[src/rtl/irq_controller_pkg.sv]
// Shared constants for the interrupt controller: register addresses, vector layout
// and the names of the request lines.
package irq_pkg;

   localparam logic [15:0] IF_ADDR    = 16'hFF0F;
   localparam logic [15:0] IE_ADDR    = 16'hFFFF;
   localparam logic [15:0] VEC_BASE   = 16'h0040;
   localparam logic [15:0] VEC_STRIDE = 16'd8;

   typedef enum logic [2:0] {
      VBLANK = 3'd0,
      STAT   = 3'd1,
      TIMER  = 3'd2,
      SERIAL = 3'd3,
      JOYPAD = 3'd4
   } irq_e;

endpackage

[src/rtl/irq_controller_if.sv]
// MMU bus plus CPU interrupt handshake; master is the MMU/CPU side, slave is the
// interrupt controller.
interface irq_controller_if;

   logic [15:0] addr;
   logic [7:0]  wdata;
   logic        read_en;
   logic        write_en;
   logic [7:0]  rdata;
   logic        sel;
   logic        irq_pending;
   logic [2:0]  irq_index;
   logic [15:0] irq_vector;
   logic        irq_ack;
   logic [2:0]  ack_index;

   modport master (
      output addr, wdata, read_en, write_en, irq_ack, ack_index,
      input  rdata, sel, irq_pending, irq_index, irq_vector
   );

   modport slave (
      input  addr, wdata, read_en, write_en, irq_ack, ack_index,
      output rdata, sel, irq_pending, irq_index, irq_vector
   );

endinterface

[src/rtl/irq_edge_detect.sv]
// Per-line request qualifier: rising-edge or level mode selected by EDGE_MASK.
// Produces the mask of IF bits to set this cycle.
module irq_edge_detect #(
   parameter int                 WIDTH     = 5,
   parameter logic [WIDTH-1:0]   EDGE_MASK = {WIDTH{1'b1}}
) (
   input  logic             clk,
   input  logic             reset,
   input  logic [WIDTH-1:0] req,
   output logic [WIDTH-1:0] set_mask
);

   logic [WIDTH-1:0] req_prev;

   // Reset loads the live request so a line already high at release is not seen as an edge.
   always_ff @(posedge clk) begin
      req_prev <= req;
   end

   assign set_mask = (req & ~req_prev & EDGE_MASK) | (req & ~EDGE_MASK);

endmodule

[src/rtl/irq_controller.sv]
// Interrupt controller owning IF/IE: latches peripheral requests, exposes the
// registers on the MMU bus and presents the highest-priority enabled interrupt.
module irq_controller
   import irq_pkg::*;
#(
   parameter int                   NUM_IRQ   = 5,
   parameter logic [NUM_IRQ-1:0]   EDGE_MASK = {NUM_IRQ{1'b1}}
) (
   input  logic               clk,
   input  logic               reset,
   input  logic [NUM_IRQ-1:0] req,
   irq_controller_if.slave    bus
);

   logic [NUM_IRQ-1:0] if_q;
   logic [7:0]         ie_q;
   logic [NUM_IRQ-1:0] set_mask;
   logic [NUM_IRQ-1:0] ack_clr;
   logic [NUM_IRQ-1:0] pend;
   logic [7:0]         if_read;
   logic [2:0]         index_c;
   logic               hit_if;
   logic               hit_ie;

   irq_edge_detect #(
      .WIDTH     (NUM_IRQ),
      .EDGE_MASK (EDGE_MASK)
   ) u_edge (
      .clk      (clk),
      .reset    (reset),
      .req      (req),
      .set_mask (set_mask)
   );

   assign hit_if = (bus.addr == IF_ADDR);
   assign hit_ie = (bus.addr == IE_ADDR);

   // An ack for an index beyond the implemented lines matches no bit and is ignored.
   always_comb begin
      ack_clr = '0;
      for (int i = 0; i < NUM_IRQ; i++) begin
         ack_clr[i] = bus.irq_ack && (bus.ack_index == 3'(i));
      end
   end

   // Hardware set wins over ack, which wins over the CPU write.
   always_ff @(posedge clk) begin
      if (reset) begin
         if_q <= '0;
         ie_q <= '0;
      end else begin
         if_q <= ((bus.write_en && hit_if) ? bus.wdata[NUM_IRQ-1:0] : if_q) & ~ack_clr | set_mask;
         if (bus.write_en && hit_ie) begin
            ie_q <= bus.wdata;
         end
      end
   end

   // Lowest pending index wins; the downward scan leaves it as the final assignment.
   always_comb begin
      pend    = if_q & ie_q[NUM_IRQ-1:0];
      index_c = '0;
      for (int i = NUM_IRQ - 1; i >= 0; i--) begin
         if (pend[i]) begin
            index_c = 3'(i);
         end
      end
   end

   always_comb begin
      if_read              = 8'hFF;
      if_read[NUM_IRQ-1:0] = if_q;
   end

   assign bus.sel         = hit_if || hit_ie;
   assign bus.rdata       = !bus.read_en ? 8'hFF :
                            hit_if       ? if_read :
                            hit_ie       ? ie_q    : 8'hFF;
   assign bus.irq_pending = |pend;
   assign bus.irq_index   = index_c;
   assign bus.irq_vector  = (|pend) ? (VEC_BASE + VEC_STRIDE * 16'(index_c)) : 16'h0000;

endmodule

[src/flat_wrapper.sv]
// flat-port wrapper written by rule: the top's interface ports become plain ports
module irq_controller_flat import irq_pkg::*;
#(
   parameter int                   NUM_IRQ   = 5,
   parameter logic [NUM_IRQ-1:0]   EDGE_MASK = {NUM_IRQ{1'b1}}
)
  (clk, reset, req, bus_addr, bus_wdata, bus_read_en, bus_write_en, bus_irq_ack, bus_ack_index, bus_rdata, bus_sel, bus_irq_pending, bus_irq_index, bus_irq_vector);
  irq_controller_if bus_i ();
  input  logic clk;
  input  logic reset;
  input  logic [NUM_IRQ-1:0] req;
  input wire logic [$bits(bus_i.addr)-1:0] bus_addr;
  input wire logic [$bits(bus_i.wdata)-1:0] bus_wdata;
  input wire logic [$bits(bus_i.read_en)-1:0] bus_read_en;
  input wire logic [$bits(bus_i.write_en)-1:0] bus_write_en;
  input wire logic [$bits(bus_i.irq_ack)-1:0] bus_irq_ack;
  input wire logic [$bits(bus_i.ack_index)-1:0] bus_ack_index;
  output wire logic [$bits(bus_i.rdata)-1:0] bus_rdata;
  output wire logic [$bits(bus_i.sel)-1:0] bus_sel;
  output wire logic [$bits(bus_i.irq_pending)-1:0] bus_irq_pending;
  output wire logic [$bits(bus_i.irq_index)-1:0] bus_irq_index;
  output wire logic [$bits(bus_i.irq_vector)-1:0] bus_irq_vector;
  assign bus_i.addr = bus_addr;
  assign bus_i.wdata = bus_wdata;
  assign bus_i.read_en = bus_read_en;
  assign bus_i.write_en = bus_write_en;
  assign bus_i.irq_ack = bus_irq_ack;
  assign bus_i.ack_index = bus_ack_index;
  assign bus_rdata = bus_i.rdata;
  assign bus_sel = bus_i.sel;
  assign bus_irq_pending = bus_i.irq_pending;
  assign bus_irq_index = bus_i.irq_index;
  assign bus_irq_vector = bus_i.irq_vector;
  irq_controller #(.NUM_IRQ(NUM_IRQ), .EDGE_MASK(EDGE_MASK)) u_core (.clk(clk), .reset(reset), .req(req), .bus(bus_i));
endmodule
[config.mk]
export PLATFORM = sky130hd
export DESIGN_NAME = irq_controller_flat
export DESIGN_NICKNAME = d
export VERILOG_FILES = /design/src/rtl/irq_controller_pkg.sv /design/src/rtl/irq_controller_if.sv /design/src/rtl/irq_edge_detect.sv /design/src/rtl/irq_controller.sv /design/src/flat_wrapper.sv
export SDC_FILE = /design/constraint.sdc
export NUM_CORES = 1
export LEC_CHECK = 0
export CORE_ASPECT_RATIO = 1.2
export CORE_MARGIN = 2
export CORE_UTILIZATION = 28
export CTS_CLUSTER_DIAMETER = 30
export DETAILED_ROUTE_END_ITERATION = 16
export PLACE_DENSITY = 0.67
export SETUP_SLACK_MARGIN = 0.02
export SLEW_MARGIN = 15
export SYNTH_ARGS = -nofsm -noshare
export SYNTH_HDL_FRONTEND = slang
export SYNTH_SLANG_ARGS = --single-unit
[constraint.sdc]
create_clock -name clk -period 4 [get_ports clk]
set_input_delay 1.2 -clock clk [delete_from_list [all_inputs] [get_ports clk]]
set_output_delay 1.2 -clock clk [all_outputs]
set_load 0.01 [all_outputs]
* Word-level counts from Yosys, hierarchy flattened
Index checks and enable logic that the tools add are counted.
Cells by class: bitwise operators 6, mux-type cells 10, reduce and logical (&&, ||, !) cells 10, add/sub/neg operators 1, eq/ne operators 6
Operator list (number):
- == test 16 bit (second input constant) | 2
- two-way mux 8 bit | 3
- two-way mux 16 bit | 1
- bitwise AND 5 bit | 3
- two-way mux 3 bit | 5
- inverter 5 bit | 2
- adder 7 x 6 -> 8 bit (first input constant) | 1
- logical AND 1 bit | 7
- == test 3 x 2 -> 1 bit (second input constant) | 2
- two-way mux 5 bit | 1
- bitwise OR 5 bit | 1
- OR reduction 5 bit | 1
- == test 3 x 1 -> 1 bit (second input constant) | 1
- == test 3 bit (second input constant) | 1
- zero test 3 bit | 1
- logical OR 1 bit | 1
Word-level totals: input port bits 37, word-level logic and storage cells 36, register bits after elaboration 18, output and inout port bits 29

* Longest topological paths before layout
depth in word-level cells 8, mapped depth 5, gate-level depth less buffers 4

* Modules after synthesis
Synthesis repeated with hierarchy kept, for this count alone.
Unflattened totals: cell total of the unflattened synthesis 135, area, all modules 1191.1 µm²
By module, submodules not included:
- irq_controller | sequential area each 260.2 µm², area an instance 1022.2 µm², cells each 125, times used 1
- irq_edge_detect | sequential area each 100.1 µm², area an instance 168.9 µm², cells each 10, times used 1

* Worst setup path before layout
Ideal clock, no wire load.
kind input to output, start in bus_addr[1], end out bus_rdata[5], path buffers 0, stages 4, arrival time 2.432 ns, data required time 2.800 ns, setup slack 0.368 ns, path through nand4_1 -> nor4_2 -> nand2_1 -> or2_2
On the way: longest elaborated chain between the ends 4, elaborated cells on any way between the ends 5, those cells by class eq/ne (2); mux (3)
Ends and longest elaborated chain:
- start, declared | RTL line flat_wrapper.sv:12 | input wire logic [$bits(bus_i.addr)-1:0] bus_addr;
- == test 16 bit | RTL line irq_controller.sv:36 | assign hit_ie = (bus.addr == IE_ADDR);
- two-way mux 8 bit | RTL line irq_controller.sv:78 | hit_ie ? ie_q : 8'hFF;
- two-way mux 8 bit * | RTL line irq_controller.sv:77 | hit_if ? if_read :
- two-way mux 8 bit * | RTL line irq_controller.sv:76 | assign bus.rdata = !bus.read_en ? 8'hFF :
- end, declared | RTL line flat_wrapper.sv:18 | output wire logic [$bits(bus_i.rdata)-1:0] bus_rdata;
Mark *: on every way between the ends. The rest lies on a longest branch, timed or not.

* Worst setup path in the final report
start in bus_addr[4], end out bus_rdata[3]
Same word-level chain as after synthesis.

==> impl_metrics.json <==
{
  "tritoncts": "built",
  "wirelength_um": 2870,
  "drc": 0,
  "rows": 24,
  "cts.path.max_buffers": 2,
  "synth.avg_cell_area_sq_um": 8.03,
  "endpoint": "bus_rdata[3]",
  "drt_pass1_iterations": 4,
  "via_per_inst": 4.61,
  "p_leak_nw": 0.717,
  "startpoint": "bus_addr[4]",
  "num_vias": 1139,
  "grt_first_pass_wirelength_um": 4510,
  "peakVddDrop_mv": 0.117,
  "finalCritPeriodShare": 0.972,
  "fmax_mhz": 257,
  "die_h_um": 72.1,
  "critPathKind": "input pin to output pin",
  "finalSetupViolCount": 0,
  "finalWeightedCongestion": 0.717,
  "slew_headroom": 0.590,
  "nNetsFinal": 233,
  "start_util": 0.296,
  "avgRoutedWirePerCell_um": 11.6,
  "drive_gt1_frac": 0.159,
  "overflow": 0,
  "skew_ps": 0.286,
  "r2r_start": "u_core.if_q[0]",
  "die_area_sq_um": 4390,
  "r2r-end": "u_core.if_q[0]",
  "finalHoldViolations": 0,
  "die_w_um": 60.8,
  "cts_made_buffers": 3,
  "ant_nets": 0,
  "regToRegSetupSlack_ps": 3210,
  "fill_cells": 390,
  "start_kind": "input pin",
  "syn_area_sq_um": 1080,
  "ys_ff_latch": 18,
  "hold_buffers": 0,
  "placed_area_sq_um": 1630,
  "coreArea_sq_um": 3660,
  "hp-class": "register to register",
  "clk_pin_slew_worst_paths_ps": 60,
  "portBuffers": 53,
  "grt_max_degree": 19,
  "antenna_cells": 0,
  "timing.hold.ws_ps": 472,
  "cts_max_level": 1,
  "grt_pass1_vias": 1029,
  "cp-end-kind": "output pin",
  "clock_sinks": 18,
  "crit_path_max_fanout": 6,
  "arrival_ps": 2690,
  "initialDrtViolationCount": 32,
  "period_minus_slack_ps": 3890,
  "synth_cell_types": 30,
  "grt.total_usage": 0.133,
  "cap_violations": 0,
  "fin_area_sq_um": 1740,
  "p_per_area_nw_per_um2": 236,
  "root_buffer": "clkbuf_8",
  "clock_latency_ps": 250,
  "rsz0062_at_grt": "no",
  "dp_hpwl_um": 2190,
  "yosys_warnings": 0,
  "ys_seq_area_frac": 0.333,
  "antenna_found_initial": 0,
  "cp.required_ps": 2800,
  "area.growth.synth_to_final_pct": 60.3,
  "io_pins": 66,
  "slew_violations": 0,
  "netlist_instances": 135,
  "ff2ff_path_depth": 2,
  "outcome": "finished clean",
  "tightest_slew_ps": 613
}
==> flip-flops by register name (all words and copies together) (netlist names) <==
| signal | flops |
|---|---|
| u_core.if_q | 5 |
| u_core.ie_q | 8 |
| u_core.u_edge.req_prev | 5 |
==> power breakdown <==
| group | leakage (nW) | internal [mW] | total, mW | switching (mW) |
|---|---|---|---|---|
| Sequential | 0.148 | 0.189 | 0.199 | 0.0105 |
| Clock | 0.0288 | 0.0872 | 0.143 | 0.0561 |
| Combinational | 0.539 | 0.0378 | 0.0677 | 0.0298 |
| Total | 0.717 | 0.314 | 0.410 | 0.0964 |
==> cells in the mapped netlist <==
master | instances | share of area
a21oi_1 | 11 | 0.051
a22o_1 | 1 | 0.0081
a22oi_1 | 1 | 0.0069
a31oi_1 | 4 | 0.023
a32oi_1 | 6 | 0.048
and2_1 | 1 | 0.0058
and3_1 | 1 | 0.0058
buf_1 | 1 | 0.0035
buf_2 | 1 | 0.0046
buf_4 | 13 | 0.090
buf_6 | 1 | 0.010
clkbuf_1 | 3 | 0.010
conb_1 | 1 | 0.0035
dfxtp_1 | 18 | 0.33
inv_1 | 3 | 0.010
mux2i_1 | 5 | 0.046
nand2_1 | 9 | 0.031
nand3_1 | 13 | 0.060
nand3b_1 | 6 | 0.042
nand4_1 | 9 | 0.052
nor2_1 | 8 | 0.028
nor2b_1 | 1 | 0.0058
nor3_1 | 1 | 0.0046
nor3b_1 | 2 | 0.014
nor4_2 | 1 | 0.012
nor4_4 | 1 | 0.020
o21ai_0 | 8 | 0.037
or2_2 | 3 | 0.017
or4_1 | 1 | 0.0069
or4_4 | 1 | 0.010
==> worst max-delay path, stage by stage <==
cell     delay, ps
buf_6           90
or4_4          550
nor4_4         300
buf_6          170
mux2i_1        180
nand2_1         60
buf_2          140
==> metal layers <==
metal,up-vias,routed length [um],global-route usage
met4,0,14,0.0435
met1,495,1230,0.167
met3,2,244,0.0160
li1,593,-,-
met2,49,1380,0.229
met5,-,0,0
==> cell type report <==
cell class | count | area (sq um) | area share
Inverter | 3 | 11.3 | 0.00648
Timing Repair Buffer | 64 | 596 | 0.343
Sequential cell | 18 | 360 | 0.207
Clock buffer | 4 | 55.1 | 0.0317
Tap cell | 52 | 65.1 | 0.0375
Multi-Input combinational cell | 106 | 649 | 0.374
==> metrics by stage <==
step                      power (mW)  std cells  setup TNS [ps]  worst slack [ps]   util
after floorplan                0.234        146               0               368      -
final                          0.410        247               0               111  0.474
after global routing           0.434        247               0              22.0  0.474
after global placement         0.270        237           -3420              -453  0.445
after CTS                      0.414        247               0              22.9  0.467
after detailed placement       0.271        237           -3480              -456  0.445
==> worst min-delay path by stage <==
stage / from / end / slack, ps / cells after the start
after floorplan: u_core.ie_q[5] / u_core.ie_q[5] / 450 / 2
after global placement: u_core.ie_q[6] / u_core.ie_q[6] / 460 / 2
after detailed placement: u_core.ie_q[6] / u_core.ie_q[6] / 470 / 2
after CTS: u_core.ie_q[6] / u_core.ie_q[6] / 480 / 2
after global routing: u_core.ie_q[5] / u_core.ie_q[5] / 510 / 2
final: u_core.ie_q[6] / u_core.ie_q[6] / 470 / 2
==> kinds of logic (layout without fill, tap and decap cells) <==
group           Yosys count  after routing  synth area share
other cells               1             12           0.00346
simple gates             58             58             0.314
flops                    18             18             0.333
mux                       5              5            0.0462
compound gates           31             31             0.174
buf+inv                  22             71             0.129
==> layout by cell type (no fill, tap or decap), types with 5 or more instances in the layout <==
cell | Yosys | final
a21oi_1 | 11 | 11
a32oi_1 | 6 | 6
buf_2 | 1 | 5
buf_4 | 13 | 9
clkdlybuf4s50_1 | 0 | 28
conb_1 | 1 | 12
dfxtp_1 | 18 | 18
dlygate4sd2_1 | 0 | 8
dlymetal6s2s_1 | 0 | 5
mux2i_1 | 5 | 5
nand2_1 | 9 | 9
nand3_1 | 13 | 13
nand3b_1 | 6 | 6
nand4_1 | 9 | 9
nor2_1 | 8 | 8
o21ai_0 | 8 | 8
==> what timing repair did <==
item	in CTS	in global routing
setup buffers	6	0
resized for setup	48	12
pin swaps	8	8
endpoints found under the setup margin	9	9
No activity file was read; power rests on OpenSTA's default activity.
==> variant 1, RTL diff (same settings) <==
Take the reset off `if_q` and load it in a clocked block of its own.
--- a/src/rtl/irq_controller.sv
+++ b/src/rtl/irq_controller.sv
@@ -48,6 +48,4 @@
       if (reset) begin
-         if_q <= '0;
          ie_q <= '0;
       end else begin
-         if_q <= ((bus.write_en && hit_if) ? bus.wdata[NUM_IRQ-1:0] : if_q) & ~ack_clr | set_mask;
          if (bus.write_en && hit_ie) begin
@@ -56,2 +54,6 @@
       end
+   end
+
+   always_ff @(posedge clk) begin
+      if_q <= ((bus.write_en && hit_if) ? bus.wdata[NUM_IRQ-1:0] : if_q) & ~ack_clr | set_mask;
    end
Function: changed (a bounded check fails within 4 cycles, from zero or initial values and one cycle with reset high).
==> variant 1 against the original RTL <==
Final cell count is 0.40% higher; final area is 1.6% higher; fmax is 0.13% lower; count of clock-buffer cells in the layout unchanged; power decreased by 1.4%; register-to-register slack barely moved; synthesized cell count shrank 3.0%; via count decreased by 0.35%; sequential power fell by 8%; area after synthesis is 2.5% higher; routed wire length up 0.84%; worst setup slack got worse by 0.0050 ns; clock power rose by 7%; sequential cell count unchanged; critical endpoint is now bus_rdata[4].
==> variant 1: results (changes against the original RTL) <==
** Pwr
- The power in the clock group is 153 µW (was 143 µW).
- Reported leakage power :: 0.6950 nW (was 0.7166 nW)
- The internal power was 312.9 µW (was 313.8 µW).
- The maximum resistive drop on vdd came to 0.1422 mV (was 0.1167 mV).
- The sequential group share of total power came to 45.3% (was 48.6%).
- Proportion of power drawn by the clock network :: 37.8% (was 34.9%)

** STA
- Hold Worst Slack :: 0.4625 ns (was 0.4725 ns)
- Final clock skew :: 0.0004635 ns (was 0.0002862 ns)

** Global route
- Number of global-route vias before repair :: 1,079 (was 1,029)
- Largest net degree at the start of global routing :: 17 (was 19)
- Met1 GRT Util :: 16.32% (was 16.68%)
- Global Route met2 Usage :: 23.74% (was 22.94%)
- The wire length of the first global-routing pass came to 4781 µm (was 4512 µm).

** Min path
- The startpoint of the worst hold path was u_core.ie_q[7] (was u_core.ie_q[6]).
- The endpoint with the worst hold slack is u_core.ie_q[7] (was u_core.ie_q[6]).

** Worst setup path
- The endpoint of the worst register-to-register path is u_core.if_q[0] (unchanged).
- Cell family contributing the most delay on the critical path :: buffers and inverters (was simple AND/OR/NAND/NOR gates)

** Detailed routing
- Wire length on met1 :: 1251 µm (was 1233 µm)
- Via Count :: 1,135 (was 1,139)
- Number of design-rule violations left by the first detailed-router iteration :: 24 (was 32)
- The routed wire length on met2 was 1418 µm (was 1379 µm).

** Layout
- The post-route non-filler standard cell count came to 248 (was 247).
- Final nets :: 232 (was 233)

** Status
- Status :: finished clean (unchanged)

** Placement
- The area after detailed placement was 1715 µm² (was 1629 µm²).
- Final Wtd Congestion :: 0.8016 (was 0.7168)
- The post-place setup slack came to -0.3304 ns (was -0.4564 ns).
- The sum of net half-perimeters after detailed placement came to 2330 µm (was 2193 µm).

** Logic synthesis
- Most used standard cells in the synthesized netlist :: 18 x dfxtp_1, 15 x buf_4, 13 x nand2_1, 9 x nand4b_1 (was 18 x dfxtp_1, 13 x buf_4, 13 x nand3_1, 11 x a21oi_1)

** CTS
- Post-CTS setup repair buffer count :: 1 (was 6)
- The number of gates resized after CTS came to 31 (was 48).
[variant 1: layout make-up]
| cell class | count | area share [%] |
|---|---|---|
| well taps | 54 | 3.830 |
| inverters | 7 | 1.489 |
| flip-flops and latches | 18 | 20.43 |
| multi-input cells | 99 | 37.16 |
| clock buffers | 4 | 3.121 |
| repair buffers | 66 | 33.97 |
[variant 1: worst max path at each step]
stage                         to   startpoint  slack [ns]
finish              bus_rdata[4]  bus_addr[4]        0.11
global route             bus_sel  bus_addr[4]        0.02
CTS                      bus_sel  bus_addr[7]      -0.007
detailed placement       bus_sel  bus_addr[7]       -0.33
global placement         bus_sel  bus_addr[7]       -0.32
floorplan                bus_sel  bus_addr[7]        0.40
[variant 1: cells by family (layout without fill, tap and decap cells)]
logic type / after synthesis / count (layout)
compound gates: 29 / 29
buf+inv: 25 / 77
flops: 18 / 18
other cells: 1 / 12
simple gates: 58 / 58
==> variant 2, RTL diff (config.mk and constraints unchanged) <==
Without the edit above. `NUM_IRQ` is set to 5 in 2 places; all go to 4.
--- a/src/rtl/irq_controller.sv
+++ b/src/rtl/irq_controller.sv
@@ -5,3 +5,3 @@
 #(
-   parameter int                   NUM_IRQ   = 5,
+   parameter int                   NUM_IRQ   = 4,
    parameter logic [NUM_IRQ-1:0]   EDGE_MASK = {NUM_IRQ{1'b1}}
--- a/src/flat_wrapper.sv
+++ b/src/flat_wrapper.sv
@@ -3,3 +3,3 @@
 #(
-   parameter int                   NUM_IRQ   = 5,
+   parameter int                   NUM_IRQ   = 4,
    parameter logic [NUM_IRQ-1:0]   EDGE_MASK = {NUM_IRQ{1'b1}}
Ports: changed (resized req); port bits go from 66 to 65. The function was not compared with the original's and may differ.
==> variant 2 against the original RTL <==
Clock skew increased by 0.0036 ns; die area shrank 0.32%; routed wire length down 7.3%; final area decreased by 3.8%; critical path depth is 2 lower; worst setup slack lost 0.016 ns; worst hold slack got worse by 0.0014 ns; global-route usage fell by 1.6 points; area after synthesis fell by 0.35%; register-to-register slack gained 0.08 ns; power decreased by 12%; sequential cell count is 2 lower; final cell count down 6.9%; largest power group unchanged.
==> variant 2: results (changes against the original RTL) <==
** Placement
- HPWL after detailed placement :: 2200 µm (was 2193 µm)
- Post-placement cell count :: 226 (was 237)
- The post-place setup slack was -0.1638 ns (was -0.4564 ns).
- The port buffer count was 50 (was 53).
- The area after detailed placement is 1615 µm² (was 1629 µm²).

** Detailed routing
- The length of routed met3 wiring was 224 µm (was 244 µm).
- Routed vias/inst :: 4.448 (was 4.611)
- The routed wire length on met2 was 1389 µm (was 1379 µm).
- Number of design-rule violations left by the first detailed-router iteration :: 14 (was 32)
- Wirelength per Cell :: 11.57 µm (was 11.63 µm)
- The total wirelength of the detailed-routed design was 2661 µm (was 2872 µm).
- The met1 wire length is 1025 µm (was 1233 µm).
- Highest Signal Layer :: met4 (unchanged)

** Pwr
- The switching power as a share of total power came to 23.99% (was 23.50%).
- The leakage component of the power was 0.6785 nW (was 0.7166 nW).
- The maximum resistive drop on vdd was 0.1510 mV (was 0.1167 mV).

** Layout
- The area of the multi-input gates was 669.4 µm² (was 649.4 µm²).
- Final nets :: 216 (was 233)
- Biggest registers after layout :: u_core.ie_q (8), u_core.if_q (4), u_core.u_edge.req_prev (4) (was u_core.ie_q (8), u_core.if_q (5), u_core.u_edge.req_prev (5))
- The fill cell total of the finished layout is 375 (was 390).
- The proportion of layout cells with a drive suffix above 1 was 15.73% (was 15.90%).

** Logic synthesis
- Most used standard cells in the synthesized netlist :: 17 x nand2b_1, 16 x buf_4, 16 x dfxtp_1, 14 x nand2_1, 8 x mux2i_1 (was 18 x dfxtp_1, 13 x buf_4, 13 x nand3_1, 11 x a21oi_1)
- Cell variety after synth :: 29 (was 30)
- Biggest area contributors in the synthesized netlist: dfxtp_1 30%, buf_4 11%, nand2b_1 9.8%, mux2i_1 7.4%, nand2_1 4.9% (was dfxtp_1 33%, buf_4 9.0%, nand3_1 6.0%, nand4_1 5.2%, a21oi_1 5.1%).
- The sequential share of the synthesized area is 29.66% (was 33.26%).
- Synth Instances :: 122 (was 135)
- The most frequently used cell type in the post-synthesis netlist is nand2b_1 (was dfxtp_1).

** Global route
- The maximum number of pins on one net before global-route repair came to 25 (was 19).
- The via count of the first global-routing pass was 938 (was 1,029).
- Global Route met2 Usage :: 22.70% (was 22.94%)
- The global routing usage on met1 came to 12.71% (was 16.68%).
- GRT Total Usage :: 11.67% (was 13.25%)

** Status
- Status: finished clean (unchanged).

** Worst setup path
- R2r setup slk :: 3.29 ns (was 3.21 ns)
- Launch instance of the worst register-to-register path :: u_core.if_q[1] (was u_core.if_q[0])
- The largest incremental delay on the critical path is 0.59 ns (was 0.55 ns).
- Capturing point of the worst reg2reg path :: u_core.if_q[1] (was u_core.if_q[0])
- The arrival time at the worst endpoint was 2.71 ns (was 2.69 ns).

** STA
- Final clock skew :: 0.003895 ns (was 0.0002862 ns)
- Hold Worst Slack :: 0.4711 ns (was 0.4725 ns)
- Normalized max-slew margin :: 57.96% (was 59.02%)

** Min path
- The depth of the worst hold-timing path is 2 (unchanged).
## variant 2: worst max path at each step
stage                      start           end  slack, ns  cells after the start
floorplan            bus_addr[2]  bus_rdata[4]       0.68                      4
global placement     bus_addr[2]  bus_rdata[4]      -0.17                      6
detailed placement   bus_addr[2]  bus_rdata[4]      -0.16                      6
CTS                  bus_addr[2]  bus_rdata[4]      -0.09                      7
global route        bus_addr[13]  bus_rdata[7]       0.01                      7
finish               bus_addr[5]  bus_rdata[3]       0.09                      5
## variant 2: area by class of cell
class | count | area share [%]
multi-input cells | 96 | 40.07
repair buffers | 59 | 33.48
well taps | 52 | 3.895
flip-flops and latches | 16 | 19.18
clock buffers | 3 | 2.472
inverters | 4 | 0.8989
## variant 2: power groups by stage
stage | combinational, mW | clock, mW | sequential, mW
3_5_place_dp | 0.0700 | 0 | 0.173
6_report | 0.0707 | 0.119 | 0.170
2_1_floorplan | 0.0369 | 0 | 0.171
4_1_cts | 0.0708 | 0.122 | 0.170
3_3_place_gp | 0.0686 | 0 | 0.172
5_1_grt | 0.0767 | 0.128 | 0.170
## variant 2: what timing repair did
| item | in CTS | in global routing |
|---|---|---|
| resized for setup | 10 | 11 |
| buffers inserted | 1 | 0 |
| pin swaps | 0 | 2 |
| setup endpoints to repair | 9 | 5 |
## variant 2: critical path, delay by kind of cell
kind / cells / cell delay (ns)
buffers and inverters: 2 / 0.70
and+or+nand+nor: 2 / 0.65
AOI/OAI and AO/OA: 1 / 0.16
## variant 2: kinds of logic (layout without fill, tap and decap cells)
family | count (synthesis) | count (layout) | synth area share (%)
buffers and inverters | 23 | 66 | 14.25
DFF | 16 | 16 | 29.66
AOI/OAI and AO/OA | 18 | 18 | 13.33
muxes | 8 | 8 | 7.416
and+or+nand+nor | 56 | 56 | 34.99
other | 1 | 14 | 0.3473
